File: src/rtl/sram_port_arbiter.sv
// sram_port_arbiter: shares one single-port, 1-cycle-latency SRAM between two masters.
//   clk, rst_n      : clock and asynchronous active-low reset
//   m0_* (priority) : req/we/be/addr/wdata in; gnt/rvalid/rdata out
//   m1_*            : same set as m0_*; protected from starvation by the M0 burst cap
//   sram_*          : active-low cen/wen/ben, addr and din out; dout in
module sram_port_arbiter #(
  parameter int MAX_BURST = 4
) (
  input  logic        clk,
  input  logic        rst_n,
  input  logic        m0_req,
  input  logic        m0_we,
  input  logic [3:0]  m0_be,
  input  logic [31:0] m0_addr,
  input  logic [31:0] m0_wdata,
  output logic        m0_gnt,
  output logic        m0_rvalid,
  output logic [31:0] m0_rdata,
  input  logic        m1_req,
  input  logic        m1_we,
  input  logic [3:0]  m1_be,
  input  logic [31:0] m1_addr,
  input  logic [31:0] m1_wdata,
  output logic        m1_gnt,
  output logic        m1_rvalid,
  output logic [31:0] m1_rdata,
  output logic        sram_cen,
  output logic        sram_wen,
  output logic [3:0]  sram_ben,
  output logic [31:0] sram_addr,
  output logic [31:0] sram_din,
  input  logic [31:0] sram_dout
);
  localparam int CW = $clog2(MAX_BURST + 1);
  logic [CW-1:0] cnt0;
  logic          rd_pend;
  logic          rd_own;
  logic          cap;
  logic          we;
  logic [3:0]    be;
  logic [31:0]   addr;
  logic [31:0]   wdata;
  // M0 has used its burst allowance while M1 waits: M1 takes this slot
  assign cap    = m1_req && (cnt0 == CW'(MAX_BURST));
  assign m0_gnt = rst_n && m0_req && !cap;
  assign m1_gnt = rst_n && m1_req && !m0_gnt;
  assign we     = m1_gnt ? m1_we : m0_we;
  assign be     = m1_gnt ? m1_be : m0_be;
  assign addr   = m1_gnt ? m1_addr : m0_addr;
  assign wdata  = m1_gnt ? m1_wdata : m0_wdata;
  assign sram_cen  = !(m0_gnt || m1_gnt);
  assign sram_wen  = sram_cen || !we;
  assign sram_ben  = sram_cen ? 4'hF : (we ? ~be : 4'h0);
  assign sram_addr = sram_cen ? '0 : addr;
  assign sram_din  = (!sram_cen && we) ? wdata : '0;
  // cnt0 cannot pass MAX_BURST: at the cap M0 loses the slot and the count clears
  always_ff @(posedge clk or negedge rst_n) begin
    if (!rst_n) begin
      cnt0    <= '0;
      rd_pend <= 1'b0;
      rd_own  <= 1'b0;
    end else begin
      cnt0    <= (m0_gnt && m1_req) ? cnt0 + CW'(1) : '0;
      rd_pend <= (m0_gnt && !m0_we) || (m1_gnt && !m1_we);
      rd_own  <= m1_gnt;
    end
  end
  // read data is steered to whichever port issued the read in the previous cycle
  assign m0_rvalid = rst_n && rd_pend && !rd_own;
  assign m1_rvalid = rst_n && rd_pend && rd_own;
  assign m0_rdata  = m0_rvalid ? sram_dout : '0;
  assign m1_rdata  = m1_rvalid ? sram_dout : '0;
endmodule

File: config.mk
export PLATFORM = sky130hd
export DESIGN_NAME = sram_port_arbiter
export DESIGN_NICKNAME = d
export VERILOG_FILES = /design/src/rtl/sram_port_arbiter.sv
export SDC_FILE = /design/constraint.sdc
export NUM_CORES = 1
export LEC_CHECK = 0
export ABC_AREA = 1
export BUFFER_PORTS_ARGS = -buffer_cell sky130_fd_sc_hd__buf_2
export CAP_MARGIN = 20
export CORE_AREA = 2 2 122 124
export CTS_BUF_LIST = sky130_fd_sc_hd__clkbuf_4 sky130_fd_sc_hd__clkbuf_8 sky130_fd_sc_hd__clkbuf_16
export DETAILED_ROUTE_END_ITERATION = 8
export DIE_AREA = 0 0 124 126
export GPL_ROUTABILITY_DRIVEN = 0
export HOLD_SLACK_MARGIN = 0.15
export SYNTH_ARGS = -nofsm -noshare
export SYNTH_HDL_FRONTEND = slang
export SYNTH_SLANG_ARGS = --single-unit
File: constraint.sdc
create_clock -name clk -period 2.3 [get_ports clk]
set_input_delay 0.575 -clock clk [delete_from_list [all_inputs] [get_ports clk]]
set_output_delay 0.575 -clock clk [all_outputs]
set_load 0.01 [all_outputs]
* Word level (Yosys, flattened, before mapping)
Index checks and enable logic that the tools add are counted.
** Word-level totals
- Flip-flop bits (word level) :: 5
- Bits of input ports :: 174
- Output and inout bits :: 138
- Logic and storage cells :: 39
** Operators by class
- $add $sub $neg :: 1
- Eq/ne operators :: 1
- Muxes and demuxes :: 11
- Bitwise operators :: 1
- Reduce and logical (&&, ||, !) cells :: 22
** Operator list (count)
- $mux W32 :: 6
- $logic_and A1 B1 Y1 :: 12
- $mux W4 :: 3
- $logic_not A1 Y1 :: 7
- $not A4 Y4 :: 1
- $add A3 B1 Y3 const B :: 1
- $eq A3 B3 Y1 const B :: 1
- $logic_or A1 B1 Y1 :: 3
- $mux W3 :: 1
- $mux W1 :: 1

* Logic depth before layout (Yosys ltp)
- Depth after elaboration :: 10
- Depth in mapped cells :: 11
- Gate-level depth less buffers :: 9

* Least setup slack after synthesis
OpenSTA, ideal clock, no wires.
- Path type :: input-to-output
- Start :: in rst_n
- End :: out m0_rdata[0]
- Data arrival time :: 1.455 ns
- Required time :: 1.725 ns
- Setup slack :: 0.270 ns
- Stages on the path :: 5
- Path buffers :: 1
- Cells stage by stage :: inv_1 > nor3_1 > inv_1 > clkbuf_1 > nor2_1
** On the way
- Cells in the longest elaborated chain, start to end :: 3
** RTL lines
- start: declaration :: RTL line 10 : input logic rst_n,
- $logic_and A1 B1 Y1 (2 in series) :: RTL line 69 : assign m0_rvalid = rst_n && rd_pend && !rd_own;
- named net m0_rvalid :: RTL line 17 : output logic m0_rvalid,
- $mux W32 :: RTL line 71 : assign m0_rdata = m0_rvalid ? sram_dout : '0;
- end: declaration :: RTL line 18 : output logic [31:0] m0_rdata,
The timed path passes the listed nets, and every way through them passes these cells.

* Worst setup path after layout
- Start :: reg cnt0[0]
- End :: out sram_din[15]
** On the way
- Cells in the longest elaborated chain, start to end :: 9
- Elaborated cells on any way between the ends :: 11
- Classes of those cells :: 1 x eq/ne; 3 x mux; 7 x reduce/logical
** RTL lines
- start: declaration :: RTL line 35 : logic [CW-1:0] cnt0;
- start signal: assignment :: RTL line 63 : cnt0 <= (m0_gnt && m1_req) ? cnt0 + CW'(1) : '0;
- $eq A3 B3 Y1 * :: RTL line 44 : assign cap = m1_req && (cnt0 == CW'(MAX_BURST));
- $logic_and A1 B1 Y1 * :: RTL line 44
- $logic_not A1 Y1 * :: RTL line 45 : assign m0_gnt = rst_n && m0_req && !cap;
- $logic_and A1 B1 Y1 * :: RTL line 45
- $logic_not A1 Y1 :: RTL line 46 : assign m1_gnt = rst_n && m1_req && !m0_gnt;
- $logic_and A1 B1 Y1 :: RTL line 46
- $mux W1 or $logic_or A1 B1 Y1 (tied branches) :: RTL line 47, 51
- $logic_and A1 B1 Y1 :: RTL line 55 : assign sram_din = (!sram_cen && we) ? wdata : '0;
- $mux W32 * :: RTL line 55
- end: declaration :: RTL line 31 : output logic [31:0] sram_din,
Mark *: on every way between the ends. The rest lies on a longest branch, timed or not.

==> flow_metrics.env <==
export IMPL_cts_made_buffers=3
export IMPL_vias_per_cell=3.898
export IMPL_final_fill_count=1654
export IMPL_grt_pass1_wl_mm=15.29
export IMPL_reg2reg_from="cnt0[0]$_DFF_PN0_"
export IMPL_final_hold_viol_count=0
export IMPL_critical_path_data_required_time_ns=1.73
export IMPL_asyncSetResetFlopFracSynth_pct=100.0
export IMPL_capturing_element_of_the_worst_setup_path="sram_din[15]"
export IMPL_report_final_slew_viol_count=0
export IMPL_comb_power_share_pct=65.7
export IMPL_fin_crit_ns=2.380
export IMPL_floorplan_initialDensity_pct=15.05
export IMPL_fin_setup_tns_ns=-1.894
export IMPL_sequential_element_share_of_the_synthesized_area_pct=5.807
export IMPL_drt_iter0_drcs=153
export IMPL_regToRegSetupSlack_ns=1.05
export IMPL_cts_tree="yes"
export IMPL_multi_input_comb_area_mm2=0.001539
export IMPL_vias_in_the_first_global_route=3298
export IMPL_p_int_uw=685.7
export IMPL_synth_cells_most_frequent="inv_1, nor2_1, nand2_1"
export IMPL_area_sequential_um2=125.1
export IMPL_rsz0062_at_grt="yes"
export IMPL_fp_dieArea_mm2=0.01562
export IMPL_cp_startpoint="cnt0[0]$_DFF_PN0_"
export IMPL_synth_enable_flop_cells=0
export IMPL_timing_hold_worst_class="input pin to async pin"
export IMPL_die_width_um=124
export IMPL_layout_worst_path_cycle_share_pct=103.5
export IMPL_finClkSkew_ns=0.002281
export IMPL_drt_wirelength_per_cell_um=11.71
export IMPL_power_switching_fraction_pct=40.01
export IMPL_io_pins=312
export IMPL_clock_fmax_mhz=420.1
export IMPL_yosys_cell_types_count=17
export IMPL_status="finished, violations left"
export IMPL_timing_critical_path_arrival_ns=1.81
export IMPL_route_vias_total=3812
export IMPL_io_buffers=311
export IMPL_syn_instance_count=483
export IMPL_netlist_top_cell_by_area="inv_1"
export IMPL_max_cap_violations=0
export IMPL_row_count=44
export IMPL_synth_largest_type_area_fraction_pct=25.61
export IMPL_design_final_nets=971
export IMPL_cellLeakagePower_nw=3.296
export IMPL_post_route_worst_setup_slack_ns=-0.08022
export IMPL_yosys_cell_count_top_type="inv_1"
export IMPL_clk_pin_slew_ns=0.03
export IMPL_final_antenna_net_count=0
export IMPL_cellPowerDensity_mw_per_mm2=249.0
export IMPL_switchingPower_uw=457.3
export IMPL_synth_area_per_cell_um2=4.461
export IMPL_worst_setup_path_start_kind="flop"
export IMPL_finalSetupViolCount=36
export IMPL_syn_num_nets=659
export IMPL_maximum_clock_insertion_buffer_count=2
export IMPL_core_area_mm2=0.01431
export IMPL_synth_area_leaders="inv_1, nor2_1, o21ai_0, nand2_1, nand3_1"
export IMPL_layout_area_growth_over_synthesis_pct=113.1
export IMPL_globalRouteOverflowTotal=0
export IMPL_violations_in_the_final_reports="setup timing"
export IMPL_r2r_path_end="rd_own$_DFF_PN0_"
export IMPL_grt_antenna_before_repair=0
export IMPL_netlist_area_before_placement_mm2=0.002155
export IMPL_numClockSinks=5
export IMPL_clock_insertion_delay_worst_skew_ns=0.23
export IMPL_timing_setup_critical_path_class="flop to output port"
export IMPL_timing_critical_path_to_type="output port"
export IMPL_power_consumption_mw=1.143
export IMPL_synth_warnings=0
export IMPL_r2r_worst_path_cells=7
export IMPL_worst_ir_drop_vdd_uv=176.7
export IMPL_ys_flop_type="dfrtp_1"
export IMPL_critical_path_max_fanout=8
export IMPL_hpwlAfterDp_mm=8.540
export IMPL_final_layout_size_suffix_gt1_share_pct=49.24
export IMPL_antenna_diode_count=0
export IMPL_cts_htree_levels=1
export IMPL_seq_power_share_pct=8.2
export IMPL_yosys_register_bits=5
export IMPL_overall_die_height_um=126
export IMPL_wirelength_mm=11.45
export IMPL_cts_root_buf="clkbuf_16"
export IMPL_worst_relative_slew_slack_pct=82.22
export IMPL_largest_net_degree_at_the_start_of_global_routing=38
export IMPL_grt_use_total_pct=12.13
export IMPL_detail_route_drc_violations=0
export IMPL_tightestPinTransition_ns=0.2667
export IMPL_p_clk_share_pct=26.2
export IMPL_detailedRoute_firstPassIterationCount=4
==> power by group through the flow <==
stage / sequential, mW / clock, mW / combinational, mW
after floorplan: 0.0939 / 0 / 0.304
after global placement: 0.0941 / 0 / 0.620
after detailed placement: 0.0941 / 0 / 0.620
after CTS: 0.0931 / 0.305 / 0.633
after global routing: 0.0936 / 0.314 / 0.836
final: 0.0933 / 0.299 / 0.751
==> flip-flops by register name (all words and copies together) (netlist names) <==
| register | flops |
|---|---|
| rd_pend | 1 |
| rd_own | 1 |
| cnt0 | 3 |
==> worst min-delay path by stage <==
stage	startpoint	to	slack, ns	depth (start not counted)
finish	rst_n	rd_own$_DFF_PN0_	0.30	2
global route	rst_n	rd_own$_DFF_PN0_	0.31	2
CTS	rst_n	rd_own$_DFF_PN0_	0.30	2
detailed placement	rst_n	cnt0[1]$_DFF_PN0_	0.39	1
global placement	rst_n	cnt0[1]$_DFF_PN0_	0.38	1
floorplan	rst_n	cnt0[0]$_DFF_PN0_	0.28	0
==> what timing repair did <==
| action | in CTS | in global routing |
|---|---|---|
| resized for setup | 17 | 79 |
| hold buffers | 1 | 0 |
| setup endpoints to repair | 63 | 69 |
| gates cloned | 0 | 6 |
| pin swaps | 1 | 8 |
| hold endpoints to repair | 1 | 0 |
| setup buffers | 0 | 3 |
==> metrics by stage <==
stage	instance area [um^2]	hold slack, ns	setup WS (ns)	cells	utilization, %
detailed placement	3983	0.3857	-0.01615	964	27.82
finish	4591	0.2998	-0.08022	978	32.07
global route	4591	0.3122	-0.1964	978	32.07
floorplan	2155	0.2794	0.2701	483	-
CTS	4116	0.3026	-0.02539	969	28.76
global placement	3983	0.3837	-0.0008453	964	27.82
==> per-layer routing <==
layer  part of all wire, %  wire (um)  track usage [%]
met5                     0          0                0
met3                   6.2        707            1.359
met4                  0.86         99            1.785
met1                    41       4645            13.93
met2                    52       6002            23.95
==> cell type report <==
type                       count  area share, %
timing repair buffer         337          44.67
multi-input combinational    298          33.52
inverter                     150          12.26
tap                          184          5.015
sequential                     5          2.726
clock buffer                   4          1.799
==> worst max-delay path, cell delays in order (launching register included) <==
cell	delay, ns
dfrtp_1	0.40
inv_2	0.08
ha_4	0.13
nand3_4	0.09
nand2_8	0.12
nand2_8	0.07
nand2_4	0.08
nand3_4	0.16
clkbuf_16	0.24
nor2_4	0.09
buf_6	0.11
==> layout by cell type, fill, tap and decap left out, drive strengths merged <==
cell	Yosys	routed
o21ai	65	65
nand2	89	89
dfrtp	5	5
nor2	99	99
ha	2	2
xnor2	1	1
dlygate4sd3	0	1
nand3	41	41
buf	18	331
inv	150	150
clkbuf	12	9
nor3	1	1
==> logic make-up after synthesis <==
kind of cell / count (synthesis) / synth area share (%)
buf+inv: 180 / 33.86
xor+xnor: 1 / 0.4066
fa+ha+maj: 2 / 1.161
simple gates: 230 / 43.67
flops: 5 / 5.807
compound gates: 65 / 15.10
Power figures use the tool's default switching activity.
